[src/rtl/sort_feeder.sv]
// sort_feeder: source stage for the insertion-sort cell chain.
// Each invocation moves LEN words from the source FIFO to the first cell,
// then appends FLUSH_CNT sentinels so every cell drains its retained value.
// Control follows the ap_ctrl_chain handshake with start propagation.
//
// FIFO handshake: a word moves on a cycle where the producer side shows data
// (src_V_empty_n = 1) and the consumer side shows space (out_V_full_n = 1);
// src_V_read and out_V_write are asserted together only in such a cycle, and
// out_V_din is valid only while out_V_write is high.
module sort_feeder #(
    parameter int                DATA_W    = 32,
    parameter int                LEN       = 8,
    parameter int                FLUSH_CNT = 8,
    parameter logic [DATA_W-1:0] FLUSH_VAL = {1'b0, {(DATA_W-1){1'b1}}}
) (
    input  logic              ap_clk,
    input  logic              ap_rst_n,
    input  logic              ap_start,
    output logic              ap_done,
    input  logic              ap_continue,
    output logic              ap_idle,
    output logic              ap_ready,
    input  logic              start_full_n,
    output logic              start_out,
    output logic              start_write,
    input  logic [DATA_W-1:0] src_V_dout,
    input  logic              src_V_empty_n,
    output logic              src_V_read,
    output logic [DATA_W-1:0] out_V_din,
    input  logic              out_V_full_n,
    output logic              out_V_write
);

    localparam int MAX_CNT = (LEN > FLUSH_CNT) ? LEN : FLUSH_CNT;
    localparam int CNT_W   = $clog2(MAX_CNT + 1);
    localparam logic [CNT_W-1:0] LAST_FEED  = CNT_W'(LEN - 1);
    localparam logic [CNT_W-1:0] LAST_FLUSH = CNT_W'(FLUSH_CNT - 1);

    typedef enum logic [1:0] {
        IDLE  = 2'd0,
        FEED  = 2'd1,
        FLUSH = 2'd2
    } state_t;

    state_t           state;
    state_t           state_next;
    logic [CNT_W-1:0] cnt;
    logic [CNT_W-1:0] cnt_next;
    logic             start_once_reg;
    logic             ap_done_reg;
    logic             real_start;
    logic             final_write;

    // A start counts only once the downstream start FIFO can take the token,
    // or once the token for this invocation has already been pushed.
    assign real_start  = ap_start & (start_once_reg | start_full_n);
    assign start_out   = real_start;
    // Gated by reset so no start token is pushed while the block is held in reset.
    assign start_write = ap_rst_n & real_start & ~start_once_reg;
    assign ap_ready    = final_write;
    assign ap_done     = final_write | ap_done_reg;

    // State and word counter register.
    always_ff @(posedge ap_clk or negedge ap_rst_n) begin
        if (!ap_rst_n) begin
            state <= IDLE;
            cnt   <= '0;
        end else begin
            state <= state_next;
            cnt   <= cnt_next;
        end
    end

    // Start token bookkeeping and done hold until the caller acknowledges.
    always_ff @(posedge ap_clk or negedge ap_rst_n) begin
        if (!ap_rst_n) begin
            start_once_reg <= 1'b0;
            ap_done_reg    <= 1'b0;
        end else begin
            if (ap_ready) begin
                start_once_reg <= 1'b0;
            end else if (real_start) begin
                start_once_reg <= 1'b1;
            end
            if (ap_continue) begin
                ap_done_reg <= 1'b0;
            end else if (final_write) begin
                ap_done_reg <= 1'b1;
            end
        end
    end

    // Next-state, counter and FIFO strobes; data passes through unregistered.
    always_comb begin
        state_next  = state;
        cnt_next    = cnt;
        src_V_read  = 1'b0;
        out_V_write = 1'b0;
        out_V_din   = '0;
        final_write = 1'b0;
        ap_idle     = 1'b0;
        case (state)
            IDLE: begin
                ap_idle = ~real_start;
                if (real_start && !ap_done_reg) begin
                    state_next = FEED;
                    cnt_next   = '0;
                end
            end
            FEED: begin
                out_V_din = src_V_dout;
                if (src_V_empty_n && out_V_full_n) begin
                    src_V_read  = 1'b1;
                    out_V_write = 1'b1;
                    if (cnt == LAST_FEED) begin
                        state_next = FLUSH;
                        cnt_next   = '0;
                    end else begin
                        cnt_next = cnt + CNT_W'(1);
                    end
                end
            end
            FLUSH: begin
                out_V_din = FLUSH_VAL;
                if (out_V_full_n) begin
                    out_V_write = 1'b1;
                    if (cnt == LAST_FLUSH) begin
                        final_write = 1'b1;
                        state_next  = IDLE;
                        cnt_next    = '0;
                    end else begin
                        cnt_next = cnt + CNT_W'(1);
                    end
                end
            end
            default: begin
                state_next = IDLE;
                cnt_next   = '0;
            end
        endcase
    end

endmodule

[config.mk]
export PLATFORM = sky130hd
export DESIGN_NAME = sort_feeder
export DESIGN_NICKNAME = d
export VERILOG_FILES = /design/src/rtl/sort_feeder.sv
export SDC_FILE = /design/constraint.sdc
export NUM_CORES = 1
export LEC_CHECK = 0
export ABC_AREA = 1
export BUFFER_PORTS_ARGS = -buffer_cell sky130_fd_sc_hd__buf_2
export CORE_MARGIN = 2
export CORE_UTILIZATION = 34
export CTS_CLUSTER_DIAMETER = 200
export DETAILED_ROUTE_END_ITERATION = 6
export GPL_TIMING_DRIVEN = 0
export HOLD_SLACK_MARGIN = 0.12
export PLACE_DENSITY = 0.83
export SYNTH_ARGS = -nofsm -noshare
export SYNTH_HDL_FRONTEND = slang
export SYNTH_SLANG_ARGS = --single-unit
[constraint.sdc]
create_clock -name ap_clk -period 1.7 [get_ports ap_clk]
set_clock_uncertainty 0.1 [all_clocks]
set_input_delay 0.51 -clock ap_clk [delete_from_list [all_inputs] [get_ports ap_clk]]
set_output_delay 0.51 -clock ap_clk [all_outputs]
set_load 0.02 [all_outputs]
# Word level (Yosys, flattened, before mapping)
# Index checks and enable logic that the tools add are counted.
# totals
input_bits	39
output_inout_bits	39
reg_bits	8
wordCells	52
# op_classes
muxes	24
add_sub_neg	1
n_reduce_logical	8
eq_ne	8
bitwise	7
# ops
operator	n
one-hot mux 32 bit (2 select lines)	1
2-to-1 mux 4 bit	4
one-hot mux 4 bit (3 select lines)	1
2-to-1 mux 1 bit	11
2-to-1 mux 2 bit	5
inequality test 2 bit, second input constant	5
one-hot mux 2 bit (3 select lines)	1
AND reduction 5 bit	1
adder 4 x 1 -> 4 bit, second input constant	1
equality test 4 x 3 -> 1 bit, second input constant	1
nonzero test 2 bit	2
AND 1 bit	3
AND reduction 3 bit	1
equality test 2 x 1 -> 1 bit, second input constant	1
equality test 2 bit, second input constant	1
logical AND 1 bit	2
logical NOT 2 bit	1
NOT 1 bit	2
bitwise OR 1 bit	2
one-hot mux 1 bit (2 select lines)	1
logical NOT 1 bit	1

# Longest topological paths before layout
# Gate-level depths: netlist of the first run.
# depth
word_depth	6
mapped_depth	10
ltp_nobuf	9

# Least setup slack after synthesis of the first run
# OpenSTA, ideal clock, no wires.
# synth_path
path_type	register to output
from	reg state[0]
to	out out_V_din[15]
path_slack_ns	-0.295
required_time_ns	1.090
arrival_time_ns	1.385
n_path_buf	2
stages_incl_launch_ff	7
path_cell_list	dfrtp_1 inv_1 ha_1 buf_6 clkbuf_1 nor2_1 nor2_1
# synth_via
elab_chain_len	2
word_cells_on_any_way	3
classes_between	2 x eq/ne; 1 x mux
# synth_rtl
item	line	source
start, declared	45	state_t state;
start signal, assigned	69	state <= state_next;
equality test 2 bit / equality test 2 x 1 -> 1 bit (equally long branches)	102	case (state)
one-hot mux 32 bit (2 select lines) *	102	
end, declared	29	output logic [DATA_W-1:0] out_V_din,
# Every way passes the cells marked *; elsewhere a longest branch is shown, timed or not.

# Worst setup path in the final report of the first run
# layout_path
from	reg state[1]
to	out out_V_din[17]
# The elaborated chain is that of the path after synthesis.

==> results, run 1 <==
- For the final routed database, the setup TNS stands at -18,690 ps.
- The number of I/O port buffers is 77.
- In this run the power spent charging and discharging nets is 1.87 mW.
- Of the total power, the share spent switching nets is 0.498.
- The power per unit of standard cell area is 1700 nW/um2.
- The register with the most flip-flops is cnt.
- Across all hold checks on the routed design, the worst slack comes to 279 ps.
- For the worst setup path, the data required time is 1090 ps.
- The maximum number of pins on one net before global-route repair is 11.
- The worst setup path is launched from a flip-flop.
- The residual antenna-violating net count after detailed routing is 0.
- The mapped netlist covers 920 um2.
- Max-cap violations in this run came to 0.
- Synthesis produced a netlist whose cell count is 149.
- The layout overhead on the synthesized area is 140%.
- The peak clock frequency supported by timing is 441 MHz.
- Across all setup checks in the final design, the least slack found is -568 ps.
- The setup violation total in the final timing report is 44.
- From left edge to right edge, the die measures 56.0 um.
- The number of flip-flops under the largest register name is 4.
- The instance count after placement with tap cells included is 256.
- The fraction of power consumed by the clock network is 0.043.
- Fill cells in the final layout number 133.
- The worst endpoint data arrival time is 1660 ps.
- Of the total synthesized cell area, the portion taken by full adders, half adders and majority gates is 0.0680.
- In this run the tightest slew margin relative to its limit is 0.729.
- After synthesis, the share of cell area in mux cells is 0.
- The instance area after placement is 1580 um2.
- The initial core utilization is 0.365.
- The aggregate global routing overflow is 0.
- The DRC marker count from the first detailed-route iteration is 51.
- The clock reaches the later pin of the worst-skew pair after 280 ps.
- The floorplan die area is 3140 um2.
- The signal on the critical path passes through inv_2 -> ha_4 -> inv_2 -> nand2_4 -> nand2_8 -> clkbuf_16 -> nor2_4 -> buf_4.
- The worst setup path is captured at an output port.
- The number of max-slew violations in the final report is 0.
- The final reports fail on negative setup slack.
- The share of total power dissipated in combinational logic is 0.885.
- The area of the placeable core is 2520 um2.
- The delay of the slowest cell on the worst path is 430 ps.
- The fraction of synthesized cell area in xor and xnor cells is 0.
- By instance count, the cell type seen most on the critical path is sky130_fd_sc_hd__inv_2.
- For this run, the detailed router's first-pass iteration total came to 4.
- Setup repair after global routing could not meet its margin everywhere.
- The number of standard-cell rows in the floorplan is 18.
- The transition time at the pin with the least slew margin is 405 ps.
- After synthesis the netlist holds a flip-flop and latch count of 8.
- Synthesis produced a netlist with a net count of 193.
- The slowest stage of the critical path belongs to the cell sky130_fd_sc_hd__dfrtp_1.
- In the global route stage, overall resource usage came out at 0.254.
- In this run the worst setup path terminates at out_V_din[17].
- The number of sinks handled by clock tree synthesis is 8.
- The tree is rooted in a sky130_fd_sc_hd__clkbuf_4.
- The total clock buffers created by CTS is 3.
- The number of I/O pins is 78.
- The routed layout has 1,408 vias.
- The flow ran to the end, but the final reports show violations.
- The complex-gate fraction of the synthesized area was 0.0490.
- CTS built an H-tree with a depth of 1.
- The count of cells in the finished layout, fillers not included, comes to 283.
- The first global-routing pass estimated 6380 um of wire.
- At the end of the flow, the number of nets in the layout was 299.
- The routed design has 4730 um of wire.
- The analysis attributes to cell leakage a power of 1.10 nW.
- The final routed wire length divided by cell count is 16.7 um.
- By area, the combinational part of the netlist is dominated by simple AND/OR/NAND/NOR gates.
- The number of remaining DRC errors is 0.
- The post-detailed-route via-to-cell ratio is 4.98.
- In this run the critical register-to-register path is launched from state[0].
- The average instance in the mapped netlist occupies 6.17 um2.
- The number of antenna diodes in the final layout is 0.
- In the final layout, the registers with the most flip-flops are cnt (4), state (2).
- The minimum clock period is 2270 ps.
- After clock tree synthesis, the clock-pin slew on the worst setup and hold paths is 50 ps.
- Of the post-synthesis cell area, the dominant cell type holds 0.229.
- Once layout is done, the placed cells without fillers occupy 2200 um2.
- The number of antenna violations at the first check in global routing is 0.
- The floorplan step set the die height to 56.0 um.
- The final weighted congestion in routability-driven placement is 0.757.
- The launch point of the critical path is state[1].
- Cell internal power was estimated by the tool at 1.88 mW.
- The maximum clock insertion buffer count is 2.
- The fraction of layout instances using a drive strength above 1 is 0.692.
- The slack of the worst reg-to-reg path is -40 ps.
- The count of warnings emitted by yosys is 0.
- The type of the worst setup path is reg2out.
- The simple-gate portion of the synthesized area is 0.543.
- Sorting the synthesized cells by area gives the leading types as sky130_fd_sc_hd__nor2_1 (23%), sky130_fd_sc_hd__dfrtp_1 (22%), sky130_fd_sc_hd__nand2_1 (9.4%).
- The logic depth of the worst register-to-register path is 10.
- Of the synthesized area, sequential elements account for 0.218.
- The cell taking the most area after synthesis is sky130_fd_sc_hd__nor2_1.
- Of the total power, registers draw 0.072.
- The maximum fanout along the worst path is 7.
- IR analysis of the VDD net gives a maximum drop of 1260 uV.
- TritonCTS built the clock tree.
- The worst hold path belongs to the class in2reg.
- The via count of the first global-routing pass is 1,390.
- Of the available clock period, the critical path in the final layout requires 1.33.
- The distinct cell type count after synthesis is 23.
- The capturing point of the worst reg2reg path is state[1].
- The number of endpoints with negative hold slack in the final report is 0.
- The post-detailed-placement half-perimeter wirelength is 2270 um.
-- final cells by class --
type	count	area, um2	area share
Multi-Input combinational cell	119	933	0.424
Clock buffer	3	22.5	0.0102
Tap cell	30	37.5	0.0170
Sequential cell	8	200	0.0909
Inverter	15	56.3	0.0256
Buffer	6	75.1	0.0341
Timing Repair Buffer	102	878	0.399
-- per-layer routing --
metal | routed length (um) | vias up | track usage
met5 | 0 | - | 0
met4 | 163 | 0 | 0.0816
met3 | 345 | 15 | 0.0581
met2 | 2690 | 77 | 0.519
met1 | 1530 | 655 | 0.241
li1 | - | 661 | -
-- power by group through the flow --
stage	registers, mW	clock network, mW	logic [mW]
final	0.269	0.162	3.32
after detailed placement	0.280	0	2.04
after global placement	0.277	0	2.00
after floorplan	0.268	0	1.60
after CTS	0.269	0.158	2.94
after global routing	0.273	0.170	3.49
-- cell families (layout without fill, tap and decap cells) --
family / after synthesis / count (layout)
adders and majority gates: 5 / 5
DFF: 8 / 8
and+or+nand+nor: 107 / 107
buffers and inverters: 22 / 126
AOI/OAI and AO/OA: 7 / 7
-- cells in the mapped netlist (all sizes together) --
| cell type | count |
|---|---|
| dfrtp | 8 |
| clkbuf | 3 |
| nand2 | 26 |
| nand3b | 1 |
| a21oi | 2 |
| o21ai | 4 |
| buf | 4 |
| ha | 5 |
| nor2 | 70 |
| nand4 | 3 |
| or2 | 1 |
| a21boi | 1 |
| nand3 | 6 |
| inv | 15 |
-- layout by cell type, fill, tap and decap left out --
cell type and n:
sky130_fd_sc_hd__nand2_1 16, sky130_fd_sc_hd__dfrtp_1 8, sky130_fd_sc_hd__buf_16 2, sky130_fd_sc_hd__nand2_4 3, sky130_fd_sc_hd__ha_4 3, sky130_fd_sc_hd__nor2_8 1, sky130_fd_sc_hd__inv_1 8, sky130_fd_sc_hd__o21ai_2 2
sky130_fd_sc_hd__clkbuf_4 3, sky130_fd_sc_hd__or2_2 1, sky130_fd_sc_hd__nand3_1 3, sky130_fd_sc_hd__nand2_8 2, sky130_fd_sc_hd__nor2_2 2, sky130_fd_sc_hd__nor2_4 34, sky130_fd_sc_hd__nor2_1 33, sky130_fd_sc_hd__inv_2 7
sky130_fd_sc_hd__buf_4 19, sky130_fd_sc_hd__o21ai_0 1, sky130_fd_sc_hd__nand3_2 3, sky130_fd_sc_hd__a21boi_2 1, sky130_fd_sc_hd__dlygate4sd3_1 1, sky130_fd_sc_hd__buf_2 39, sky130_fd_sc_hd__ha_2 1, sky130_fd_sc_hd__buf_6 40
sky130_fd_sc_hd__a21oi_1 2, sky130_fd_sc_hd__ha_1 1, sky130_fd_sc_hd__o21ai_1 1, sky130_fd_sc_hd__clkbuf_2 3, sky130_fd_sc_hd__nand3b_1 1, sky130_fd_sc_hd__buf_12 3, sky130_fd_sc_hd__nand4_1 3, sky130_fd_sc_hd__nand2_2 5
sky130_fd_sc_hd__clkbuf_16 1
-- timing repair --
item                                    CTS  global route
gates cloned                              2             1
endpoints found under the setup margin   38            42
pin swaps                                 7            12
hold buffers                              1             0
setup buffers                            15             7
hold endpoints to repair                  8             0
gates resized for setup                  89            19
-- worst max-delay path, delay by kind of cell, from the launching register on --
kind / cells / cell delay [ps]
buffers and inverters: 4 / 510
flip-flops: 1 / 430
AND/OR/NAND/NOR: 3 / 280
adder cells (fa/ha/maj): 1 / 160
-- worst min path at each step --
stage	from	endpoint	slack, ps	cells after the start
after global placement	ap_rst_n	cnt[3]	270	1
final	ap_continue	ap_done_reg	280	2
after floorplan	ap_rst_n	ap_done_reg	110	0
after CTS	ap_continue	ap_done_reg	290	2
after detailed placement	ap_rst_n	cnt[3]	270	1
after global routing	ap_continue	ap_done_reg	290	2
-- per-stage QoR --
stage          utilization  setup WS (ps)  power [mW]
2_1_floorplan            -           -163        1.86
3_3_place_gp         0.627           -359        2.28
4_1_cts              0.817           -517        3.37
6_report             0.874           -568        3.75
5_1_grt              0.874           -612        3.94
3_5_place_dp         0.627           -375        2.32
Note: power is estimated with default switching activity, not from simulation.
==> run 2, diff against run 1 <==
--- a/config.mk
+++ b/config.mk
@@ -7,8 +7,10 @@
 export LEC_CHECK = 0
 export ABC_AREA = 1
 export BUFFER_PORTS_ARGS = -buffer_cell sky130_fd_sc_hd__buf_2
+export CELL_PAD_IN_SITES_DETAIL_PLACEMENT = 0
+export CELL_PAD_IN_SITES_GLOBAL_PLACEMENT = 1
 export CORE_MARGIN = 2
-export CORE_UTILIZATION = 34
+export CORE_UTILIZATION = 21
 export CTS_CLUSTER_DIAMETER = 200
 export DETAILED_ROUTE_END_ITERATION = 6
 export GPL_TIMING_DRIVEN = 0
==> results, run 2 (synthesis results as in run 1) <==
- The root buffer selected by CTS is sky130_fd_sc_hd__clkbuf_8.
- The worst endpoint data arrival time was 1610 ps (-50 ps).
- The clock slew at the register clock pins of the worst setup and hold paths is 40 ps (about the same).
- The worst endpoint required time is 1090 ps (about the same).
- The top cell types in the final layout, fill and taps aside, are sky130_fd_sc_hd__buf_2 (39), sky130_fd_sc_hd__buf_6 (39), sky130_fd_sc_hd__nor2_4 (37).
- The leakage power figure came to 1.08 nW (-1.6%).
- The final-stage net count came to 294 (-1.7%).
- The count of buffering cells on the critical path with inverters included is 5 (+1).
- The minimum clock period is 2220 ps (-43.9 ps).
- The area of the placeable core was 4290 um2 (+70%).
- The peak clock frequency supported by timing was 450 MHz (+2.0%).
- The maximum clock insertion buffer count is 2 (unchanged).
- The total clock buffers created by CTS is 3 (unchanged).
- The startpoint type of the worst setup path is a flip-flop.
- The via count of the first global-routing pass is 1,227 (-12%).
- Broken down by cell family, the worst path's largest delay share belongs to buffers and inverters.
- The transition time at the pin with the least slew margin was 381 ps (-24.0 ps).
- The floorplan die width is 70.2 um (+25%).
- The floorplan die height is 70.2 um (+25%).
- The remaining max-slew budget at the tightest pin is 0.745 (+0.0160).
- The number of sinks handled by clock tree synthesis was 8 (unchanged).
- The slack of the worst reg-to-reg path is 140 ps (+180 ps).
- The first-pass iteration count of the detailed router came to 4 (unchanged).
- The checks that failed: negative setup slack.
- The cell count along the critical path is 8 (unchanged).
- Setup repair after global routing could not meet its margin everywhere.
- The aggregate global routing overflow is 0 (unchanged).
- The logic depth of the worst register-to-register path is 10 (unchanged).
- The worst register-to-register path begins at state[0].
- The total routing usage reported by global routing was 0.136 (-0.118).
- Relative to the synthesized area, the layout overhead comes to 143%.
- The largest registers in the layout are cnt (4), state (2).
- The final weighted congestion in routability-driven placement is 0.756 (-0.22%).
- The max-capacitance violation count is 0 (unchanged).
- The core utilization of the finished layout came to 0.520 (-0.354).
- The number of levels the H-tree was split into came to 1 (unchanged).
- The number of flip-flops under the largest register name is 4 (unchanged).
- The setup violation total in the final timing report is 37 (-16%).
- The worst min-delay path category is in2reg.
- The DRC marker count from the first detailed-route iteration was 8 (-84%).
- The post-detailed-route via-to-cell ratio is 4.22 (-15%).
- The power per unit of standard cell area is 1660 nW/um2 (-2.2%).
- The maximum VDD drop is 723 uV (-43%).
- The total routed wirelength is 3150 um (-33%).
- The number of antenna violations at the first check in global routing is 0 (unchanged).
- The run finished, with violations left.
- The initial core utilization is 0.214 (-0.150).
- The launch point of the critical path is state[0].
- The number of I/O port buffers was 77 (unchanged).
- The number of endpoints with negative hold slack in the final report is 0 (unchanged).
- The maximum number of pins on one net before global-route repair came to 11 (unchanged).
- The final routed wire length divided by cell count is 10.5 um (-37%).
- The number of I/O pins is 78 (unchanged).
- The worst setup slack after layout is -524 ps (+43.9 ps).
- The count of antenna diodes in the layout is 0 (unchanged).
- The destination of the critical timing path is out_V_din[15].
- The capturing point of the worst reg2reg path is cnt[0].
- The critical path goes through inv_2 -> buf_6 -> ha_4 -> nand2_8 -> buf_12 -> buf_12 -> nor2_4 -> buf_6.
- For this design, the slowest cell found on the critical path is sky130_fd_sc_hd__dfrtp_1.
- The first-pass GRT wire length is 5530 um (-13%).
- The residual antenna-violating net count after detailed routing came to 0 (unchanged).
- The power consumption is 3.71 mW (-0.88%).
- The TritonCTS clock tree is built.
- The number of max-slew violations in the final report is 0 (unchanged).
- The type of the worst setup path is reg2out.
- The worst hold slack is 329 ps (+50.6 ps).
- The post-route fraction of the period consumed by the critical path is 1.31 (-0.0258).
- The post-detailed-placement half-perimeter wirelength was 2160 um (-4.9%).
- The delay of the slowest cell on the worst path came to 350 ps (-80 ps).
- STA classifies the critical path endpoint as an output port.
- The maximum fanout along the worst path is 5 (-2).
- The floorplan die area is 4920 um2 (+57%).
- The number of remaining DRC errors is 0 (unchanged).
- The number of standard-cell rows in the floorplan was 24 (+6).
- The overall via count from detail_route is 1,265 (-10%).
- The clock network latency to the later pin of the worst-skew pair is 230 ps (-50 ps).
- The fraction of layout instances using a drive strength above 1 is 0.685 (-0.00622).
- The register with the most flip-flops in the final layout is cnt.
[run 2: changes by cell type in the layout (fill, tap and decap cells not counted), sizes merged]
cell	before	now
buf	103	99
clkbuf	7	6
[run 2: cell type report]
class                   count  area (um2)
multi-input cells         119         945
inverters                  15        58.8
clock buffers               3        41.3
fillers                   415        2060
repair buffers             98         865
flip-flops and latches      8         200
well taps                  52        65.1
plain buffers               5        57.6
[run 2: metrics by stage]
stage | setup WS [ps] | cells | cell area, um2 | setup TNS [ps]
final | -524 | 300 | 2230 | -16190
after global routing | -602 | 300 | 2230 | -19200
after CTS | -533 | 300 | 2240 | -17840
after detailed placement | -385 | 278 | 1610 | -12060
after global placement | -377 | 278 | 1610 | -11960
after floorplan | -163 | 149 | 1160 | -5130
[run 2: metal layers]
layer	GRT usage	share of wire	vias to the layer above
li1	-	-	650
met1	0.161	0.39	566
met2	0.249	0.54	45
met3	0.0231	0.057	4
met4	0.0385	0.012	0
met5	0	0	-
[run 2: power by group]
group / internal (mW) / switching, mW
Sequential: 0.232 / 0.0438
Clock: 0.153 / 0.0742
Combinational: 1.60 / 1.61
Total: 1.98 / 1.73
[run 2: worst min-delay path by stage]
stage,from,end,slack [ps],cells past startpoint
5_1_grt,ap_continue,ap_done_reg,320,2
4_1_cts,ap_continue,ap_done_reg,330,2
3_5_place_dp,ap_rst_n,cnt[3],270,1
2_1_floorplan,ap_rst_n,ap_done_reg,110,0
6_report,ap_continue,ap_done_reg,330,2
3_3_place_gp,ap_rst_n,cnt[3],270,1
[run 2: timing repair]
item	in CTS	in global routing
setup endpoints to repair	38	38
setup buffers	15	4
hold endpoints to repair	8	0
hold buffers	1	0
gates cloned	3	0
gates resized for setup	104	11
pin swaps	7	8
==> run 3, diff against run 2 <==
==> config.mk (replaced) <==
export PLATFORM = sky130hd
export DESIGN_NAME = sort_feeder
export DESIGN_NICKNAME = d
export VERILOG_FILES = /design/src/rtl/sort_feeder.sv
export SDC_FILE = /design/constraint.sdc
export NUM_CORES = 1
export LEC_CHECK = 0
export ABC_AREA = 1
export CELL_PAD_IN_SITES_DETAIL_PLACEMENT = 0
export CELL_PAD_IN_SITES_GLOBAL_PLACEMENT = 1
export CORE_MARGIN = 2
export CORE_UTILIZATION = 34
export CTS_CLUSTER_DIAMETER = 200
export DETAILED_ROUTE_END_ITERATION = 6
export DONT_BUFFER_PORTS = 1
export GPL_TIMING_DRIVEN = 0
export HOLD_SLACK_MARGIN = 0.12
export PLACE_DENSITY = 0.81
export SYNTH_ARGS = -nofsm -noshare
export SYNTH_HDL_FRONTEND = slang
export SYNTH_SLANG_ARGS = --single-unit
==> results, run 3 (synthesis results as in run 1) <==
- The flow ran to the end, but the final reports show violations.
- The checks that failed: negative setup slack.
- In this run the most critical hold path is launched from ap_continue.
- The residual antenna-violating net count after detailed routing was 0 (unchanged).
- The post-detailed-placement half-perimeter wirelength is 1750 um (-19%).
- In the final layout, the registers with the most flip-flops are cnt (4), state (2).
- The first-pass GRT wire length is 4230 um (-24%).
- The setup violation total in the final timing report is 38 (+2.7%).
- The post-route fraction of the period consumed by the critical path came to 1.26 (-0.0521).
- The worst hold path belongs to the class in2reg.
- The minimum clock period is 2140 ps (-88.5 ps).
- The number of sinks handled by clock tree synthesis is 8 (unchanged).
- The fraction of layout instances using a drive strength above 1 came to 0.727 (+0.0413).
- The first-pass iteration count of the detailed router was 6 (+2).
- The switching part of the total power came to 0.536 (+0.0694).
- The aggregate global routing overflow is 0 (unchanged).
- The post-detailed-route via-to-cell ratio is 5.04 (+20%).
- The maximum number of pins on one net before global-route repair was 11 (unchanged).
- The floorplan die height is 56.0 um (-20%).
- The maximum VDD drop is 1210 uV (+67%).
- The root buffer selected by CTS is sky130_fd_sc_hd__clkbuf_4.
- The area of the placeable core is 2520 um2 (-41%).
- The DRC marker count from the first detailed-route iteration came to 24 (+16).
- The peak clock frequency supported by timing is 468 MHz (+4.1%).
- The net switching component of the power is 1.63 mW (-5.6%).
- The power consumption is 3.05 mW (-18%).
- The number of standard-cell rows in the floorplan is 18 (-25%).
- The TritonCTS clock tree is built.
- The total of fill cells in the finished design is 187 (-55%).
- The leakage power figure is 0.697 nW (-35%).
- The area of the multi-input gates is 1050 um2 (+11%).
- The number of I/O pins is 78 (unchanged).
- The maximum clock insertion buffer count is 2 (unchanged).
- The total clock buffers created by CTS came to 3 (unchanged).
- The critical path in this run is classified as reg2out.
- The overall via count from detail_route is 1,018 (-20%).
- The final weighted congestion in routability-driven placement is 0.711 (-5.9%).
- The floorplan die area is 3140 um2 (-36%).
- The final-stage net count is 218 (-26%).
- The worst min-delay path endpoint is ap_done_reg.
- The remaining max-slew budget at the tightest pin is 0.741 (-0.00461).
- The worst hold slack is 217 ps (-112 ps).
- The via count of the first global-routing pass came to 979 (-20%).
- The setup total negative slack is -13,940 ps (+2250 ps).
- The proportion of power drawn by flip-flops and latches is 0.091 (+0.017).
- The clock slew at the register clock pins of the worst setup and hold paths is 50 ps (about the same).
- The worst setup slack after layout is -436 ps (+88.5 ps).
- The number of flip-flops under the largest register name was 4 (unchanged).
- The worst hold path stage count is 1 (-1).
- The total routed wirelength is 2770 um (-12%).
- Setup repair after global routing could not meet its margin everywhere.
- The initial core utilization is 0.365 (+0.150).
- The total routing usage reported by global routing is 0.163 (+0.0269).
- The transition time at the pin with the least slew margin is 388 ps (+6.89 ps).
- The clock network latency to the later pin of the worst-skew pair was 250 ps (+20 ps).
- The number of remaining DRC errors was 0 (unchanged).
- The maximum fanout along the worst path came to 7 (+2).
- The internal portion of total power is 1.42 mW (-29%).
- The max-capacitance violation count was 0 (unchanged).
- The element type at the critical path end is an output port.
- The fraction of power consumed by the clock network came to 0.047 (-0.014).
- The startpoint identified for the worst register-to-register timing path is state[0].
- The worst setup path is launched from a flip-flop.
- The layout overhead on the synthesized area is 84.5%.
- Leaving out fill and tap cells, the most frequent cells in the layout are sky130_fd_sc_hd__nor2_4 (40), sky130_fd_sc_hd__nor2_2 (27), sky130_fd_sc_hd__nand2_1 (19).
- The worst endpoint data arrival time was 1530 ps (-80 ps).
- The final routed wire length divided by cell count is 13.7 um (+31%).
- The footprint of the flip-flops and latches is 200 um2 (unchanged).
- The logic depth of the worst register-to-register path was 9 (-1).
- The number of antenna violations at the first check in global routing is 0 (unchanged).
- Counting flops per register, the top entry is cnt.
- The number of max-slew violations in the final report is 0 (unchanged).
- The count of antenna diodes in the layout came to 0 (unchanged).
- The power per unit of standard cell area is 1800 nW/um2 (+8.0%).
- The worst endpoint required time was 1090 ps (about the same).
- The number of I/O port buffers was 0 (-100%).
- Leaving out fill and tap cells, the most frequent cell in the layout is sky130_fd_sc_hd__nor2_4.
- The number of levels the H-tree was split into came to 1 (unchanged).
- The relative contribution of combinational cells to total power is 0.862 (-0.002).
- The floorplan die width came to 56.0 um (-20%).
- The slack of the worst reg-to-reg path is 120 ps (-20 ps).
- The core utilization of the finished layout came to 0.673 (+0.153).
- In this run the critical register-to-register path is captured at cnt[2].
- The number of endpoints with negative hold slack in the final report is 0 (unchanged).
==> run 3: per-layer routing <==
metal,part of all wire,track usage,up-vias
met4,0.0029,0.0408,0
met2,0.59,0.328,47
met3,0.060,0.0395,4
met1,0.34,0.162,469
met5,0,0,-
li1,-,-,498
==> run 3: worst max-delay path by stage <==
| stage | to | slack, ps | cells after the start | from |
|---|---|---|---|---|
| floorplan | out_V_din[0] | -160 | 8 | state[0] |
| global placement | out_V_din[0] | -280 | 5 | state[0] |
| detailed placement | out_V_din[10] | -330 | 5 | state[0] |
| CTS | out_V_din[10] | -440 | 6 | state[1] |
| global route | out_V_din[4] | -500 | 7 | state[1] |
| finish | out_V_din[4] | -440 | 5 | state[1] |
==> run 3: worst max-delay path: stages, from the launching register on <==
cell and delay [ps]:
sky130_fd_sc_hd__dfrtp_1 410, sky130_fd_sc_hd__inv_2 100, sky130_fd_sc_hd__ha_4 320, sky130_fd_sc_hd__nand2_8 100, sky130_fd_sc_hd__buf_12 160, sky130_fd_sc_hd__nor2_4 180
==> run 3: area by class of cell <==
class,count,share of cell area
inverters,15,0.0361
multi-input cells,119,0.617
clock buffers,3,0.0133
repair buffers,21,0.133
plain buffers,6,0.0597
well taps,30,0.0221
flip-flops and latches,8,0.118
==> run 3: metrics by stage <==
stage                     instances  cell area (um2)  setup slack [ps]
final                           202             1700              -436
after global routing            202             1700              -504
after CTS                       194             1570              -444
after detailed placement        179             1200              -327
after global placement          179             1200              -280
after floorplan                 149             1160              -163
==> run 3: timing repair <==
item | in CTS | in global routing
pin swaps | 15 | 18
hold buffers | 1 | 0
gates resized for setup | 69 | 11
endpoints found under the hold margin | 8 | 0
buffers inserted | 10 | 8
endpoints found under the setup margin | 38 | 38
cloned | 1 | 2
==> run 3: power groups by stage <==
| stage | Clock [mW] | Combinational [mW] | Sequential, mW |
|---|---|---|---|
| after floorplan | 0 | 1.60 | 0.268 |
| after global placement | 0 | 1.73 | 0.275 |
| after detailed placement | 0 | 1.76 | 0.278 |
| after CTS | 0.147 | 2.43 | 0.275 |
| after global routing | 0.162 | 2.80 | 0.281 |
| final | 0.144 | 2.63 | 0.278 |
